<file path="config.mk">
export PLATFORM = sky130hd
export DESIGN_NAME = qtr_sensor_emu_flat
export DESIGN_NICKNAME = d
export VERILOG_FILES = /design/src/rtl/qtr_emu_pkg.sv /design/src/rtl/qtr_sensor_emu_if.sv /design/src/rtl/qtr_emu_channel.sv /design/src/rtl/qtr_sensor_emu.sv /design/src/flat_wrapper.sv
export SDC_FILE = /design/constraint.sdc
export NUM_CORES = 1
export LEC_CHECK = 0
export ABC_CLOCK_PERIOD_IN_PS = 5300
export BUFFER_PORTS_ARGS = -buffer_cell sky130_fd_sc_hd__buf_2
export CAP_MARGIN = 20
export CORE_MARGIN = 2
export CORE_UTILIZATION = 68
export DETAILED_ROUTE_END_ITERATION = 8
export PLACE_DENSITY = 0.86
export SYNTH_ARGS = -nofsm -noshare
export SYNTH_HDL_FRONTEND = slang
export SYNTH_HIERARCHICAL = 1
export SYNTH_SLANG_ARGS = --single-unit
export TNS_END_PERCENT = 5
</file>
<file path="constraint.sdc">
create_clock -name WF_CLK -period 5.3 [get_ports WF_CLK]
set_input_delay 0.53 -clock WF_CLK [delete_from_list [all_inputs] [get_ports WF_CLK]]
set_output_delay 0.53 -clock WF_CLK [all_outputs]
set_load 0.02 [all_outputs]
</file>
<file path="src/rtl/qtr_emu_pkg.sv">
// Shared constants and channel state encoding for the QTR sensor emulator.
package qtr_emu_pkg;

    localparam int NCH_DEF        = 8;
    localparam int DW_DEF         = 16;
    localparam int MIN_CHARGE_DEF = 16;
    localparam logic [15:0] AMBIENT_DECAY_DEF = 16'd40000;

    typedef enum logic [1:0] {
        CH_IDLE     = 2'd0,
        CH_CHARGING = 2'd1,
        CH_CHARGED  = 2'd2,
        CH_DECAY    = 2'd3
    } ch_state_e;

endpackage

</file>
<file path="src/rtl/qtr_sensor_emu_if.sv">
// Controller-side pin bundle plus decay-table config port and per-channel state debug.
interface qtr_sensor_emu_if #(
    parameter int NCH = 8,
    parameter int DW  = 16
);
    // Pin semantics: while ch_oe[i] is 1 the controller owns line i and ch_level[i] follows
    // ch_dout[i]; once released the emulator holds the line for the programmed decay time.
    // cfg_we is a single-cycle strobe with no back-pressure.
    logic [NCH-1:0]   ch_oe;
    logic [NCH-1:0]   ch_dout;
    logic             led_even;
    logic             led_odd;
    logic             cfg_we;
    logic [2:0]       cfg_addr;
    logic [DW-1:0]    cfg_data;
    logic [NCH-1:0]   ch_level;
    logic [NCH-1:0]   ch_busy;
    logic [NCH-1:0]   sample_done;
    logic [2*NCH-1:0] ch_state;

    modport master (
        output ch_oe, ch_dout, led_even, led_odd, cfg_we, cfg_addr, cfg_data,
        input  ch_level, ch_busy, sample_done, ch_state
    );

    modport slave (
        input  ch_oe, ch_dout, led_even, led_odd, cfg_we, cfg_addr, cfg_data,
        output ch_level, ch_busy, sample_done, ch_state
    );

endinterface

</file>
<file path="src/rtl/qtr_emu_channel.sv">
// One emulated sensor line: detects a full charge, then holds the line high for the
// latched decay time after the controller releases it.
module qtr_emu_channel
    import qtr_emu_pkg::*;
#(
    parameter int          DW            = DW_DEF,
    parameter int          MIN_CHARGE    = MIN_CHARGE_DEF,
    parameter logic [DW-1:0] AMBIENT_DECAY = DW'(AMBIENT_DECAY_DEF)
) (
    input  logic          clk,
    input  logic          rst,
    input  logic          oe,
    input  logic          dout,
    input  logic          led,
    input  logic [DW-1:0] decay_val,
    output logic          emu_level,
    output logic          busy,
    output logic          done,
    output logic [1:0]    state
);

    localparam logic [1:0] S_IDLE     = 2'd0;
    localparam logic [1:0] S_CHARGING = 2'd1;
    localparam logic [1:0] S_CHARGED  = 2'd2;
    localparam logic [1:0] S_DECAY    = 2'd3;

    localparam logic [DW-1:0] MIN_CNT = DW'(MIN_CHARGE);

    logic [DW-1:0] charge_cnt;
    logic [DW-1:0] dcnt;
    logic [DW-1:0] lat;
    logic [DW-1:0] decay_sel;

    assign decay_sel = led ? decay_val : AMBIENT_DECAY;

    // The release cycle is decay cycle 0, so CHARGED already decides the line level
    // from the value that is about to be latched.
    always_comb begin
        emu_level = 1'b0;
        done      = 1'b0;
        busy      = 1'b0;
        if (!rst) begin
            case (state)
                S_CHARGED: begin
                    busy      = 1'b1;
                    emu_level = oe ? 1'b1 : (decay_sel != '0);
                    done      = !oe && (decay_sel == '0);
                end
                S_DECAY: begin
                    busy      = 1'b1;
                    emu_level = (dcnt < lat);
                    done      = !oe && (dcnt >= lat);
                end
                default: ;
            endcase
        end
    end

    always_ff @(posedge clk) begin
        if (rst) begin
            state      <= S_IDLE;
            charge_cnt <= '0;
            dcnt       <= '0;
            lat        <= '0;
        end else begin
            case (state)
                S_IDLE: begin
                    if (oe && dout) begin
                        charge_cnt <= DW'(1);
                        state      <= (MIN_CNT <= DW'(1)) ? S_CHARGED : S_CHARGING;
                    end
                end
                S_CHARGING: begin
                    if (!oe || !dout) begin
                        state      <= S_IDLE;
                        charge_cnt <= '0;
                    end else if (charge_cnt + DW'(1) >= MIN_CNT) begin
                        charge_cnt <= MIN_CNT;
                        state      <= S_CHARGED;
                    end else begin
                        charge_cnt <= charge_cnt + DW'(1);
                    end
                end
                S_CHARGED: begin
                    if (oe && !dout) begin
                        state      <= S_IDLE;
                        charge_cnt <= '0;
                    end else if (!oe) begin
                        charge_cnt <= '0;
                        lat        <= decay_sel;
                        dcnt       <= DW'(1);
                        state      <= (decay_sel == '0) ? S_IDLE : S_DECAY;
                    end
                end
                S_DECAY: begin
                    if (oe) begin
                        dcnt       <= '0;
                        charge_cnt <= dout ? DW'(1) : '0;
                        state      <= dout ? S_CHARGING : S_IDLE;
                    end else if (dcnt >= lat) begin
                        dcnt  <= '0;
                        state <= S_IDLE;
                    end else begin
                        dcnt <= dcnt + DW'(1);
                    end
                end
                default: state <= S_IDLE;
            endcase
        end
    end

endmodule

</file>
<file path="src/rtl/qtr_sensor_emu.sv">
// QTR reflectance-sensor emulator top: decay table, LED fan-out, per-channel FSMs and
// the controller-wins line mux.
module qtr_sensor_emu
    import qtr_emu_pkg::*;
#(
    parameter int            NCH           = NCH_DEF,
    parameter int            DW            = DW_DEF,
    parameter int            MIN_CHARGE    = MIN_CHARGE_DEF,
    parameter logic [DW-1:0] AMBIENT_DECAY = DW'(AMBIENT_DECAY_DEF)
) (
    input  logic             WF_CLK,
    input  logic             reset,
    qtr_sensor_emu_if.slave  bus
);

    logic [DW-1:0]  decay_tab [NCH];
    logic [NCH-1:0] emu_level;

    always_ff @(posedge WF_CLK) begin
        if (reset) begin
            for (int i = 0; i < NCH; i++) begin
                decay_tab[i] <= '0;
            end
        end else if (bus.cfg_we && (int'(bus.cfg_addr) < NCH)) begin
            decay_tab[bus.cfg_addr] <= bus.cfg_data;
        end
    end

    for (genvar g = 0; g < NCH; g++) begin : g_ch
        logic led;
        assign led = ((g % 2) == 0) ? bus.led_even : bus.led_odd;

        qtr_emu_channel #(
            .DW            (DW),
            .MIN_CHARGE    (MIN_CHARGE),
            .AMBIENT_DECAY (AMBIENT_DECAY)
        ) u_ch (
            .clk       (WF_CLK),
            .rst       (reset),
            .oe        (bus.ch_oe[g]),
            .dout      (bus.ch_dout[g]),
            .led       (led),
            .decay_val (decay_tab[g]),
            .emu_level (emu_level[g]),
            .busy      (bus.ch_busy[g]),
            .done      (bus.sample_done[g]),
            .state     (bus.ch_state[2*g +: 2])
        );
    end

    assign bus.ch_level = (bus.ch_oe & bus.ch_dout) | (~bus.ch_oe & emu_level);

endmodule
</file>
<file path="src/flat_wrapper.sv">
// flat-port wrapper written by rule: the top's interface ports become plain ports
module qtr_sensor_emu_flat import qtr_emu_pkg::*;
#(
    parameter int            NCH           = NCH_DEF,
    parameter int            DW            = DW_DEF,
    parameter int            MIN_CHARGE    = MIN_CHARGE_DEF,
    parameter logic [DW-1:0] AMBIENT_DECAY = DW'(AMBIENT_DECAY_DEF)
)
  (WF_CLK, reset, bus_ch_oe, bus_ch_dout, bus_led_even, bus_led_odd, bus_cfg_we, bus_cfg_addr, bus_cfg_data, bus_ch_level, bus_ch_busy, bus_sample_done, bus_ch_state);
  qtr_sensor_emu_if #(.NCH(NCH), .DW(DW)) bus_i ();
  input  logic WF_CLK;
  input  logic reset;
  input wire logic [$bits(bus_i.ch_oe)-1:0] bus_ch_oe;
  input wire logic [$bits(bus_i.ch_dout)-1:0] bus_ch_dout;
  input wire logic [$bits(bus_i.led_even)-1:0] bus_led_even;
  input wire logic [$bits(bus_i.led_odd)-1:0] bus_led_odd;
  input wire logic [$bits(bus_i.cfg_we)-1:0] bus_cfg_we;
  input wire logic [$bits(bus_i.cfg_addr)-1:0] bus_cfg_addr;
  input wire logic [$bits(bus_i.cfg_data)-1:0] bus_cfg_data;
  output wire logic [$bits(bus_i.ch_level)-1:0] bus_ch_level;
  output wire logic [$bits(bus_i.ch_busy)-1:0] bus_ch_busy;
  output wire logic [$bits(bus_i.sample_done)-1:0] bus_sample_done;
  output wire logic [$bits(bus_i.ch_state)-1:0] bus_ch_state;
  assign bus_i.ch_oe = bus_ch_oe;
  assign bus_i.ch_dout = bus_ch_dout;
  assign bus_i.led_even = bus_led_even;
  assign bus_i.led_odd = bus_led_odd;
  assign bus_i.cfg_we = bus_cfg_we;
  assign bus_i.cfg_addr = bus_cfg_addr;
  assign bus_i.cfg_data = bus_cfg_data;
  assign bus_ch_level = bus_i.ch_level;
  assign bus_ch_busy = bus_i.ch_busy;
  assign bus_sample_done = bus_i.sample_done;
  assign bus_ch_state = bus_i.ch_state;
  qtr_sensor_emu #(.NCH(NCH), .DW(DW), .MIN_CHARGE(MIN_CHARGE), .AMBIENT_DECAY(AMBIENT_DECAY)) u_core (.WF_CLK(WF_CLK), .reset(reset), .bus(bus_i));
endmodule
</file>
After elaboration in Yosys (flattened, before gate mapping):

Memory sizes are Yosys's and may differ from the RTL's.
Index checks and enable logic that the tools add are counted.

* register bits: 400
* bits in writable memories: 128
* output and inout bits: 40
* memories: 1

* add/sub/neg operators: 16
* magnitude comparators: 24
* eq/ne operators: 80
* mux-type cells: 256
* bitwise logic cells: 20
* reduce and logical (&&, ||, !) cells: 129

Memories
* u_core.decay_tab: words 8, width 16, read ports 8, clocked after memory_dff 0, write ports 8, RTL line qtr_sensor_emu.sv:16 `logic [DW-1:0] decay_tab [NCH];`

Operators with widths (number)
* $mux 16: 89
* $pmux 16 s4: 8
* $add 16x1->16 const B: 16
* $pmux 16 s2: 8
* $ge 16x16->1: 8
* $ge 16x5->1 const B: 8
* $logic_not 16->1: 8
* $lt 16x16->1: 8
* $mux 2: 64
* $reduce_bool 16->1: 8
* $ne 3x3->1 const B: 24
* $reduce_and 3->1: 24
* $ne 2x2->1 const B: 32
* $pmux 2 s4: 8
* $mux 1: 62
* $eq 2x2->1 const B: 16
* $logic_and 1x1->1: 32
* $pmux 1 s2: 16
* $reduce_and 4->1: 8
* $and 8x8->8: 2
* $eq 2x1->1 const B: 8
* $logic_not 1->1: 16
* $logic_not 2->1: 8
* $not 1->1: 16
* other kinds (7): 28

Longest topological paths before layout:

Gate-level depths: netlist of run 1.
An unclocked memory read counts as a cell.

* depth in word-level cells: 8
* gate-level depth with buffers: 10
* mapped depth without buffers: 10

Modules after synthesis:

Netlist of run 1, hierarchy kept.

By module, submodules not included
* qtr_emu_channel at u_core.g_ch[0].u_ch ...: times used 7, cells an instance 337, area an instance 2807.7 sq um, sequential area each 1001.0 sq um
* qtr_sensor_emu: times used 1, cells an instance 335, area an instance 4926.0 sq um, sequential area each 3843.7 sq um
* qtr_emu_channel at u_core.g_ch[7].u_ch: times used 1, cells an instance 340, area an instance 2816.5 sq um, sequential area each 1001.0 sq um

Worst setup path after synthesis of run 1:

No wires, ideal clock.

* kind: flip-flop to output port
* start point: register u_core.g_ch[0].u_ch.lat[15]
* end point: output port bus_sample_done[0]
* arrival: 2638 ps
* setup slack: 2132 ps
* cell stages (with the launch flop): 8
* buffers on the path: 0
* cell sequence: dfxtp_1 > inv_1 > ha_1 > nand4_1 > or4_1 > a31oi_2 > nor2_1 > a2111oi_0

* longest elaborated chain between the ends: 4

RTL lines
* start: declaration: RTL line qtr_emu_channel.sv:31 `logic [DW-1:0] lat;`
* start signal: assignment: RTL line qtr_emu_channel.sv:90 `lat <= decay_sel;`
* $ge 16x16->1: RTL line qtr_emu_channel.sv:52 `done = !oe && (dcnt >= lat);`
* $logic_and 1x1->1: RTL line qtr_emu_channel.sv:52
* $pmux 1 s2: RTL line qtr_emu_channel.sv:43 `case (state)`
* $mux 1: RTL line qtr_emu_channel.sv:42 `if (!rst) begin`
* end: declaration: RTL line flat_wrapper.sv:22 `output wire logic [$bits(bus_i.sample_done)-1:0] bus_sample_done;`

No other way between the ends.

Worst setup path in the final report of run 1:

* start point: register u_core.g_ch[5].u_ch.lat[15]
* end point: output port bus_sample_done[5]

* longest elaborated chain between the ends: 4

RTL lines (RTL line)
* start: declaration: qtr_emu_channel.sv:31
* start signal: assignment: qtr_emu_channel.sv:90
* $ge 16x16->1: qtr_emu_channel.sv:52
* $logic_and 1x1->1: qtr_emu_channel.sv:52
* $pmux 1 s2: qtr_emu_channel.sv:43
* $mux 1: qtr_emu_channel.sv:42

No other way between the ends.

==> impl_results.html, run 1 <==
<table>
<tr><th>Metric</th><th>Value</th></tr>
<tr><th colspan="2">Routing</th></tr>
<tr><td>Remaining design rule violation count</td><td>0</td></tr>
<tr><td>WL/cell</td><td>17.8 um</td></tr>
<tr><td>Ratio of routed vias to standard cells</td><td>between 6 and 7</td></tr>
<tr><td>Starting DRT DRC Count</td><td>approximately 2200</td></tr>
<tr><td>Iteration count of the initial detailed-routing pass</td><td>9</td></tr>
<tr><td>Via total after detailed routing</td><td>23200</td></tr>
<tr><td>Wire length reported by the detailed router</td><td>between 60000 and 70000 um</td></tr>
<tr><td>Residual antenna-violating net count after detailed routing</td><td>0</td></tr>
<tr><th colspan="2">Timing</th></tr>
<tr><td>Final Hold Violating Endpoints</td><td>0</td></tr>
<tr><td>Number of pins exceeding their max-slew limit in the final report</td><td>0</td></tr>
<tr><td>Post-Route Setup TNS</td><td>0 ps</td></tr>
<tr><td>Post-route clock skew</td><td>between 15 and 20 ps</td></tr>
<tr><td>Top achievable clock speed</td><td>267 MHz</td></tr>
<tr><td>Unrepaired setup endpoints after global routing</td><td>false</td></tr>
<tr><td>Transition time of the tightest slew-check pin</td><td>between 1000 and 1500 ps</td></tr>
<tr><td>Post-route fraction of the period consumed by the critical path</td><td>0.706</td></tr>
<tr><td>Smallest setup slack after layout</td><td>1560 ps</td></tr>
<tr><td>Number of endpoints failing setup at the final stage</td><td>0</td></tr>
<tr><td>Time the worst path needs with I/O delays and setup</td><td>around 3700 ps</td></tr>
<tr><td>Max_slew headroom</td><td>0.282</td></tr>
<tr><th colspan="2">Floorplan</th></tr>
<tr><td>Starting Density</td><td>0.690</td></tr>
<tr><td>Die Span Y</td><td>~200 um</td></tr>
<tr><td>Chip width</td><td>205 um</td></tr>
<tr><td>Count of pins on the block boundary</td><td>80</td></tr>
<tr><td>Die outline area</td><td>~0.042 sq mm</td></tr>
<tr><td>Cell Rows</td><td>73</td></tr>
<tr><td>Floorplan core area</td><td>between 0.03 and 0.04 sq mm</td></tr>
<tr><th colspan="2">Synthesis</th></tr>
<tr><td>Post-synthesis area per instance</td><td>about 9 sq um</td></tr>
<tr><td>Post-synthesis instance area</td><td>between 0.02 and 0.03 sq mm</td></tr>
<tr><td>Sequential share of the synthesized area</td><td>0.433</td></tr>
<tr><td>Number of library cell types mapped by synthesis</td><td>78</td></tr>
<tr><td>Number of nets produced by synthesis</td><td>3218</td></tr>
<tr><td>Biggest area contributors in the synthesized netlist</td><td>dfxtp_1 (29%), edfxtp_1 (14%), ha_1 (6.6%)</td></tr>
<tr><td>Number of synthesized register bits</td><td>about 530</td></tr>
<tr><td>Synthesis Warnings</td><td>6</td></tr>
<tr><td>Number of flops mapped to enable cells by yosys</td><td>between 100 and 150</td></tr>
<tr><td>Post-synth ARST share</td><td>0</td></tr>
<tr><td>Most common flop cell mapped by yosys</td><td>dfxtp_1</td></tr>
<tr><td>Mapped Cells</td><td>a little over 3000</td></tr>
<tr><td>Portion of synthesized cell area occupied by the leading cell type</td><td>0.292</td></tr>
<tr><td>Yosys top cell by area</td><td>dfxtp_1</td></tr>
<tr><th colspan="2">CTS</th></tr>
<tr><td>TritonCTS clock tree</td><td>yes</td></tr>
<tr><td>Clock slew at the register clock pins of the worst setup and hold paths</td><td>~60 ps</td></tr>
<tr><td>Number of clock sinks</td><td>approximately 530</td></tr>
<tr><td>Worst-Skew Late Latency</td><td>~610 ps</td></tr>
<tr><td>CTS-repair resized insts</td><td>0</td></tr>
<tr><td>Root Buffer</td><td>clkbuf_16</td></tr>
<tr><td>Post-CTS Setup Bufs</td><td>0</td></tr>
<tr><td>Number of hold buffers added after cts</td><td>0</td></tr>
<tr><td>Clk buf depth</td><td>3</td></tr>
<tr><td>Number of buffers added by the clock tree synthesis step</td><td>between 50 and 60</td></tr>
<tr><td>Number of levels in the clock H-tree</td><td>2</td></tr>
<tr><th colspan="2">Layout</th></tr>
<tr><td>Final nets</td><td>approximately 3300</td></tr>
<tr><td>Post-layout util</td><td>0.752</td></tr>
<tr><td>Commonest non-fill, non-tap cell in the layout</td><td>dfxtp_1</td></tr>
<tr><td>Share of layout cells above drive strength 1</td><td>0.105</td></tr>
<tr><td>Filler instances</td><td>2713</td></tr>
<tr><td>Commonest cells after routing, fill and taps aside</td><td>dfxtp_1 (400), nor2_1 (294), nand2_1 (256)</td></tr>
<tr><td>Layout Area Growth over Synthesis</td><td>9.11%</td></tr>
<tr><td>Design Area, Final</td><td>~0.03 sq mm</td></tr>
<tr><th colspan="2">Global route</th></tr>
<tr><td>Number of antenna violations at the first check in global routing</td><td>4</td></tr>
<tr><td>Total GRT Usage</td><td>0.304</td></tr>
<tr><td>Maximum number of pins on one net before global-route repair</td><td>around 120</td></tr>
<tr><td>Wire length of the first global-routing pass</td><td>106000 um</td></tr>
<tr><td>Overflow left after global routing</td><td>0</td></tr>
<tr><td>Vias in the first global route</td><td>roughly 22000</td></tr>
<tr><th colspan="2">Setup path</th></tr>
<tr><td>Req. time, crit path</td><td>between 4000 and 5000 ps</td></tr>
<tr><td>Start of the worst register-to-register path</td><td>u_core/g_ch[5].u_ch/lat[15]</td></tr>
<tr><td>Startpoint class of the critical path</td><td>flop</td></tr>
<tr><td>Signal arrival time at the worst endpoint</td><td>3210 ps</td></tr>
<tr><td>Worst reg-to-reg setup slack</td><td>about 2400 ps</td></tr>
<tr><td>Reg2Reg Depth</td><td>8</td></tr>
<tr><td>Element type at the critical path end</td><td>primary output</td></tr>
<tr><td>Highest net fanout along the worst path</td><td>4</td></tr>
<tr><td>Crit Path Class</td><td>flop to primary output</td></tr>
<tr><td>FF-to-FF End</td><td>u_core/g_ch[5].u_ch/dcnt[6]</td></tr>
<tr><th colspan="2">Place</th></tr>
<tr><td>Placement-stage worst setup slack</td><td>between 2000 and 2500 ps</td></tr>
<tr><td>Number of I/O port buffers</td><td>79</td></tr>
<tr><td>Area post-placement</td><td>~0.028 sq mm</td></tr>
<tr><td>Routability congestion estimate</td><td>0.901</td></tr>
<tr><td>HPWL Detailed</td><td>44700 um</td></tr>
<tr><th colspan="2">Power and ir drop</th></tr>
<tr><td>Switching pwr</td><td>between 1.5 and 2 mW</td></tr>
<tr><td>Clock network fraction of design power</td><td>0.452</td></tr>
<tr><td>Power per cell area</td><td>roughly 280 mW/mm^2</td></tr>
<tr><td>Share of total power consumed by net switching</td><td>0.228</td></tr>
<tr><td>Largest vdd supply drop</td><td>around 0.00025 V</td></tr>
<tr><td>Total power of the final layout</td><td>between 8 and 9 mW</td></tr>
<tr><td>Internal power</td><td>6.48 mW</td></tr>
<tr><td>Static leakage</td><td>about 11 nW</td></tr>
<tr><td>Gate power share</td><td>0.039</td></tr>
<tr><td>Sequential fraction of design power</td><td>0.508</td></tr>
<tr><th colspan="2">Min path</th></tr>
<tr><td>Classification of the worst-slack hold path</td><td>primary input to flop</td></tr>
<tr><td>Min-Delay Path Depth</td><td>3</td></tr>
<tr><td>End of the worst hold path</td><td>u_core/g_ch[1].u_ch/state[0]</td></tr>
<tr><td>Hold Crit Start</td><td>bus_ch_dout[1]</td></tr>
<tr><th colspan="2">Status</th></tr>
<tr><td>Status</td><td>completed</td></tr>
<tr><th colspan="2">Job</th></tr>
<tr><td>Max capacitance violation total</td><td>0</td></tr>
</table>
stage by stage:
step	instances	hold slack [ps]
finish	3638	263
global route	3638	257
floorplan	3034	432
global placement	3534	442
detailed placement	3534	443
CTS	3634	240
cells in the mapped netlist (all sizes together) (29+ instances only):
library cell	n
dfxtp	400
nor2	294
nand2	256
a21oi	204
inv	186
nand3	156
ha	144
edfxtp	128
nand4	95
and2	89
clkbuf	87
xor2	84
nor3	76
nor4	72
o21ai	65
or3	54
a211oi	48
and3	46
xnor2	39
a31oi	36
buf	33
nor3b	32
nand3b	29
o21bai	29
critical path: stages, from the launching register on:
cell and delay, ps:
dfxtp_1 330, inv_1 80, ha_1 320, nand4_1 140, or4_1 590, a31oi_2 270
nor2_1 80, a2111oi_0 520, buf_2 280
metal layers:
layer	wire length, um	track usage
met4	2290	0.124
met1	26100	0.365
met2	32100	0.534
met5	9	0
met3	4190	0.0557
cell families (layout without fill, tap and decap cells):
kind of cell | after synthesis | count (layout) | synth area share
simple gates | 1363 | 1363 | 0.276
mux | 17 | 17 | 0.00658
xor+xnor | 123 | 123 | 0.0393
fa+ha+maj | 144 | 144 | 0.0658
compound gates | 552 | 552 | 0.136
buf+inv | 307 | 383 | 0.0438
other cells | 0 | 3 | 0
flops | 528 | 528 | 0.433
worst max-delay path by stage:
stage | end | startpoint | slack, ps
2_1_floorplan | bus_sample_done[0] | u_core/g_ch[0].u_ch/lat[15] | 2130
3_3_place_gp | bus_ch_level[3] | bus_led_odd | 2100
3_5_place_dp | bus_ch_level[3] | bus_led_odd | 2020
4_1_cts | bus_sample_done[5] | u_core/g_ch[5].u_ch/lat[15] | 1510
5_1_grt | bus_sample_done[5] | u_core/g_ch[5].u_ch/lat[15] | 1330
6_report | bus_sample_done[5] | u_core/g_ch[5].u_ch/lat[15] | 1560
final cells by class:
| cell class | count | area (sq um) | area share |
|---|---|---|---|
| multi-input cells | 2199 | 14300 | 0.480 |
| flip-flops and latches | 528 | 11900 | 0.396 |
| clock buffers | 68 | 1480 | 0.0495 |
| inverters | 186 | 698 | 0.0234 |
| well taps | 525 | 657 | 0.0220 |
| repair buffers | 97 | 553 | 0.0185 |
| clock inverters | 32 | 300 | 0.0100 |
| diodes | 3 | 7.51 | 0.000251 |
power groups by stage:
stage | clock network (mW) | registers (mW) | logic, mW
CTS | 3.84 | 4.26 | 0.323
detailed placement | 0 | 4.35 | 0.320
finish | 3.80 | 4.27 | 0.331
floorplan | 0 | 4.33 | 0.227
global route | 4.01 | 4.27 | 0.357
global placement | 0 | 4.35 | 0.307
state kept, by name (all words and copies together), names as in the netlist:
register                     count
u_core/g_ch.u_ch/dcnt          128
u_core/decay_tab               128
u_core/g_ch.u_ch/lat           128
u_core/g_ch.u_ch/state          16
u_core/g_ch.u_ch/charge_cnt    128
(Power assumes the default switching activity.)
==> run 2: changes to the inputs <==
--- a/config.mk
+++ b/config.mk
@@ -5,13 +5,13 @@
 export SDC_FILE = /design/constraint.sdc
 export NUM_CORES = 1
 export LEC_CHECK = 0
-export ABC_CLOCK_PERIOD_IN_PS = 5300
+export ABC_CLOCK_PERIOD_IN_PS = 3300
 export BUFFER_PORTS_ARGS = -buffer_cell sky130_fd_sc_hd__buf_2
 export CAP_MARGIN = 20
 export CORE_MARGIN = 2
-export CORE_UTILIZATION = 68
+export CORE_UTILIZATION = 57
 export DETAILED_ROUTE_END_ITERATION = 8
-export PLACE_DENSITY = 0.86
+export PLACE_DENSITY = 0.77
 export SYNTH_ARGS = -nofsm -noshare
 export SYNTH_HDL_FRONTEND = slang
 export SYNTH_HIERARCHICAL = 1
==> constraint.sdc (replaced) <==
create_clock -name WF_CLK -period 3.3 [get_ports WF_CLK]
set_input_delay 0.33 -clock WF_CLK [delete_from_list [all_inputs] [get_ports WF_CLK]]
set_output_delay 0.33 -clock WF_CLK [all_outputs]
set_load 0.02 [all_outputs]
==> run 2 against run 1 <==
Critical path depth did not move. Cell count rose by 3.1%. Flip-flop and latch count did not move. Core utilization fell by 11 points. Sequential share of layout area fell by 0.89 points. Die area rose by 19%. Largest cell class unchanged. Highest routed layer unchanged.
==> impl_results.html, run 2 (synthesis results as in run 1) <==
<table>
<tr><th>Metric</th><th>Value</th></tr>
<tr><th colspan="2">CTS</th></tr>
<tr><td>Clock slew at the register clock pins of the worst setup and hold paths</td><td>60 ps (about the same)</td></tr>
<tr><td>Number of levels in the clock H-tree</td><td>2 (unchanged)</td></tr>
<tr><td>Number of clock sinks</td><td>528 (unchanged)</td></tr>
<tr><td>Number of hold buffers added after cts</td><td>0 (unchanged)</td></tr>
<tr><td>TritonCTS clock tree</td><td>yes</td></tr>
<tr><td>Number of buffers added by the clock tree synthesis step</td><td>55 (+1.9%)</td></tr>
<tr><td>Root Buffer</td><td>clkbuf_16</td></tr>
<tr><td>Clk buf depth</td><td>3 (unchanged)</td></tr>
<tr><td>Worst-Skew Late Latency</td><td>620 ps (about the same)</td></tr>
<tr><th colspan="2">Layout</th></tr>
<tr><td>Share of layout cells above drive strength 1</td><td>0.121 (+0.0160)</td></tr>
<tr><td>Commonest non-fill, non-tap cell in the layout</td><td>dfxtp_1</td></tr>
<tr><td>Non-filler cells in the finished layout</td><td>3752 (+3.1%)</td></tr>
<tr><td>Filler instances</td><td>3735 (+38%)</td></tr>
<tr><td>Layout Area Growth over Synthesis</td><td>11.6%</td></tr>
<tr><td>Commonest cells after routing, fill and taps aside</td><td>dfxtp_1 (399), nor2_1 (294), nand2_1 (256)</td></tr>
<tr><td>Final nets</td><td>3273 (+0.71%)</td></tr>
<tr><th colspan="2">Setup path</th></tr>
<tr><td>Element type at the critical path end</td><td>primary output</td></tr>
<tr><td>Startpoint class of the critical path</td><td>flop</td></tr>
<tr><td>Highest net fanout along the worst path</td><td>4 (unchanged)</td></tr>
<tr><td>Crit Path Class</td><td>flop to primary output</td></tr>
<tr><td>Req. time, crit path</td><td>2970 ps (-1800 ps)</td></tr>
<tr><td>Signal arrival time at the worst endpoint</td><td>2870 ps (-340 ps)</td></tr>
<tr><th colspan="2">Timing</th></tr>
<tr><td>Top achievable clock speed</td><td>312 MHz</td></tr>
<tr><td>Transition time of the tightest slew-check pin</td><td>991 ps (-81.2 ps)</td></tr>
<tr><td>Unrepaired setup endpoints after global routing</td><td>true</td></tr>
<tr><td>Number of endpoints failing setup at the final stage</td><td>0 (unchanged)</td></tr>
<tr><td>Post-route clock skew</td><td>34.6 ps (+14.7 ps)</td></tr>
<tr><td>Post-route fraction of the period consumed by the critical path</td><td>0.971</td></tr>
<tr><td>Number of pins exceeding their max-slew limit in the final report</td><td>0 (unchanged)</td></tr>
<tr><td>Max_slew headroom</td><td>0.337 (+0.0543)</td></tr>
<tr><td>Final Hold Violating Endpoints</td><td>0 (unchanged)</td></tr>
<tr><td>Time the worst path needs with I/O delays and setup</td><td>approximately 3200 ps</td></tr>
<tr><th colspan="2">Floorplan</th></tr>
<tr><td>Cell Rows</td><td>80 (+9.6%)</td></tr>
<tr><td>Count of pins on the block boundary</td><td>80 (unchanged)</td></tr>
<tr><td>Chip width</td><td>223 um (+9.0%)</td></tr>
<tr><td>Die outline area</td><td>0.0498 sq mm (+19%)</td></tr>
<tr><td>Die Span Y</td><td>223 um (+9.0%)</td></tr>
<tr><td>Floorplan core area</td><td>0.0475 sq mm (+20%)</td></tr>
<tr><td>Starting Density</td><td>0.576 (-0.113)</td></tr>
<tr><th colspan="2">Routing</th></tr>
<tr><td>Residual antenna-violating net count after detailed routing</td><td>0 (unchanged)</td></tr>
<tr><td>Ratio of routed vias to standard cells</td><td>6.07 (-5.0%)</td></tr>
<tr><td>Iteration count of the initial detailed-routing pass</td><td>8 (-1)</td></tr>
<tr><td>Via total after detailed routing</td><td>22800 (-2.0%)</td></tr>
<tr><td>WL/cell</td><td>17.2 um (-3.4%)</td></tr>
<tr><td>Wire length reported by the detailed router</td><td>64400 um (-0.42%)</td></tr>
<tr><td>Starting DRT DRC Count</td><td>2040 (-5.4%)</td></tr>
<tr><td>Remaining design rule violation count</td><td>0 (unchanged)</td></tr>
<tr><th colspan="2">Global route</th></tr>
<tr><td>Maximum number of pins on one net before global-route repair</td><td>146 (+27%)</td></tr>
<tr><td>Number of antenna violations at the first check in global routing</td><td>6 (+2)</td></tr>
<tr><td>Vias in the first global route</td><td>21700 (-2.9%)</td></tr>
<tr><td>Total GRT Usage</td><td>0.254 (-0.0492)</td></tr>
<tr><td>Overflow left after global routing</td><td>0 (unchanged)</td></tr>
<tr><td>Wire length of the first global-routing pass</td><td>106000 um (+0.31%)</td></tr>
<tr><th colspan="2">Place</th></tr>
<tr><td>HPWL Detailed</td><td>44700 um (+0.13%)</td></tr>
<tr><td>Number of I/O port buffers</td><td>79 (unchanged)</td></tr>
<tr><td>Placed cell count</td><td>3645 (+3.1%)</td></tr>
<tr><td>Routability congestion estimate</td><td>0.871 (-3.4%)</td></tr>
<tr><th colspan="2">Power and ir drop</th></tr>
<tr><td>Share of total power consumed by net switching</td><td>0.223 (-0.00518)</td></tr>
<tr><td>Gate power share</td><td>0.039 (about the same)</td></tr>
<tr><td>Largest vdd supply drop</td><td>0.000439 V (+73%)</td></tr>
<tr><td>Switching pwr</td><td>3.15 mW (+64%)</td></tr>
<tr><td>Clock network fraction of design power</td><td>0.476 (+0.024)</td></tr>
<tr><td>Sequential fraction of design power</td><td>0.486 (-0.022)</td></tr>
<tr><td>Internal power</td><td>11.0 mW (+69%)</td></tr>
<tr><td>Power per cell area</td><td>461 mW/mm^2 (+64%)</td></tr>
<tr><td>Static leakage</td><td>10.8 nW (+2.3%)</td></tr>
<tr><td>Total power of the final layout</td><td>14.1 mW (+68%)</td></tr>
<tr><th colspan="2">Status</th></tr>
<tr><td>Status</td><td>completed</td></tr>
<tr><th colspan="2">Min path</th></tr>
<tr><td>Classification of the worst-slack hold path</td><td>primary input to flop</td></tr>
<tr><th colspan="2">Job</th></tr>
<tr><td>Max capacitance violation total</td><td>0 (unchanged)</td></tr>
</table>
-- run 2: cell count changes in the layout (fill, tap and decap cells not counted), moves of 6 or more --
cell | before | now
or4_4 | 0 | 7
o221ai_1 | 7 | 0
a31oi_2 | 7 | 0
clkbuf_8 | 1 | 9
o221ai_2 | 0 | 7
a31oi_4 | 0 | 7
a2111oi_0 | 7 | 1
buf_4 | 17 | 43
or4_1 | 7 | 0
-- run 2: power by group through the flow --
stage	Clock [mW]	Sequential, mW	Combinational, mW
after floorplan	0	6.95	0.365
after global placement	0	6.98	0.518
after detailed placement	0	6.99	0.534
after CTS	6.85	6.85	0.538
after global routing	7.12	6.86	0.596
final	6.71	6.85	0.547
-- run 2: final timing paths --
path                                             startpoint                      endpoint  slack, ps  depth (start not counted)
worst max-delay path            u_core/g_ch[6].u_ch/lat[15]            bus_sample_done[6]        100                          8
worst min-delay path                         bus_ch_dout[1]  u_core/g_ch[1].u_ch/state[0]         50                          3
worst max register to register  u_core/g_ch[6].u_ch/lat[15]  u_core/g_ch[6].u_ch/dcnt[11]        670                          9
worst min register to register   u_core/g_ch[0].u_ch/lat[2]    u_core/g_ch[0].u_ch/lat[2]        450                          2
-- run 2: timing repair --
item                       CTS  global route
pin swaps                    0             8
setup buffers                0             2
resized for setup           15            28
setup endpoints to repair    7            15
-- run 2: metrics by stage --
step | setup slack [ps] | setup TNS, ps | cell area, sq um | util | hold slack [ps]
final | 95.9 | 0 | 30600 | 0.643 | 45.8
after global routing | -51.6 | -321 | 30600 | 0.643 | 30.5
after floorplan | 332 | 0 | 27400 | - | 432
after CTS | -31.1 | -39.4 | 30400 | 0.640 | 8.47
after detailed placement | 481 | 0 | 28400 | 0.596 | 444
after global placement | 513 | 0 | 28400 | 0.596 | 442
-- run 2: area by class of cell --
class | instances | area [sq um] | area share
diodes | 1 | 2.50 | 0.0000818
well taps | 615 | 769 | 0.0252
repair buffers | 119 | 713 | 0.0233
clock buffers | 73 | 1600 | 0.0522
clock inverters | 31 | 400 | 0.0131
flip-flops and latches | 528 | 11900 | 0.388
inverters | 186 | 698 | 0.0228
multi-input cells | 2199 | 14500 | 0.476
-- run 2: layer usage --
metal  up-vias  wire length, um  track usage
li1      11100                -            -
met1     10800            28600        0.345
met2       697            30200        0.419
met3       126             4010       0.0411
met4         8             1500       0.0753
met5         -               55            0
-- run 2: critical path, cell delays in order (launching register included) --
cell       delay [ps]
dfxtp_1           310
inv_1              60
ha_1              310
nand4_1           170
or4_4             590
a31oi_4           220
nor2_1             90
a2111oi_2         280
buf_4             220
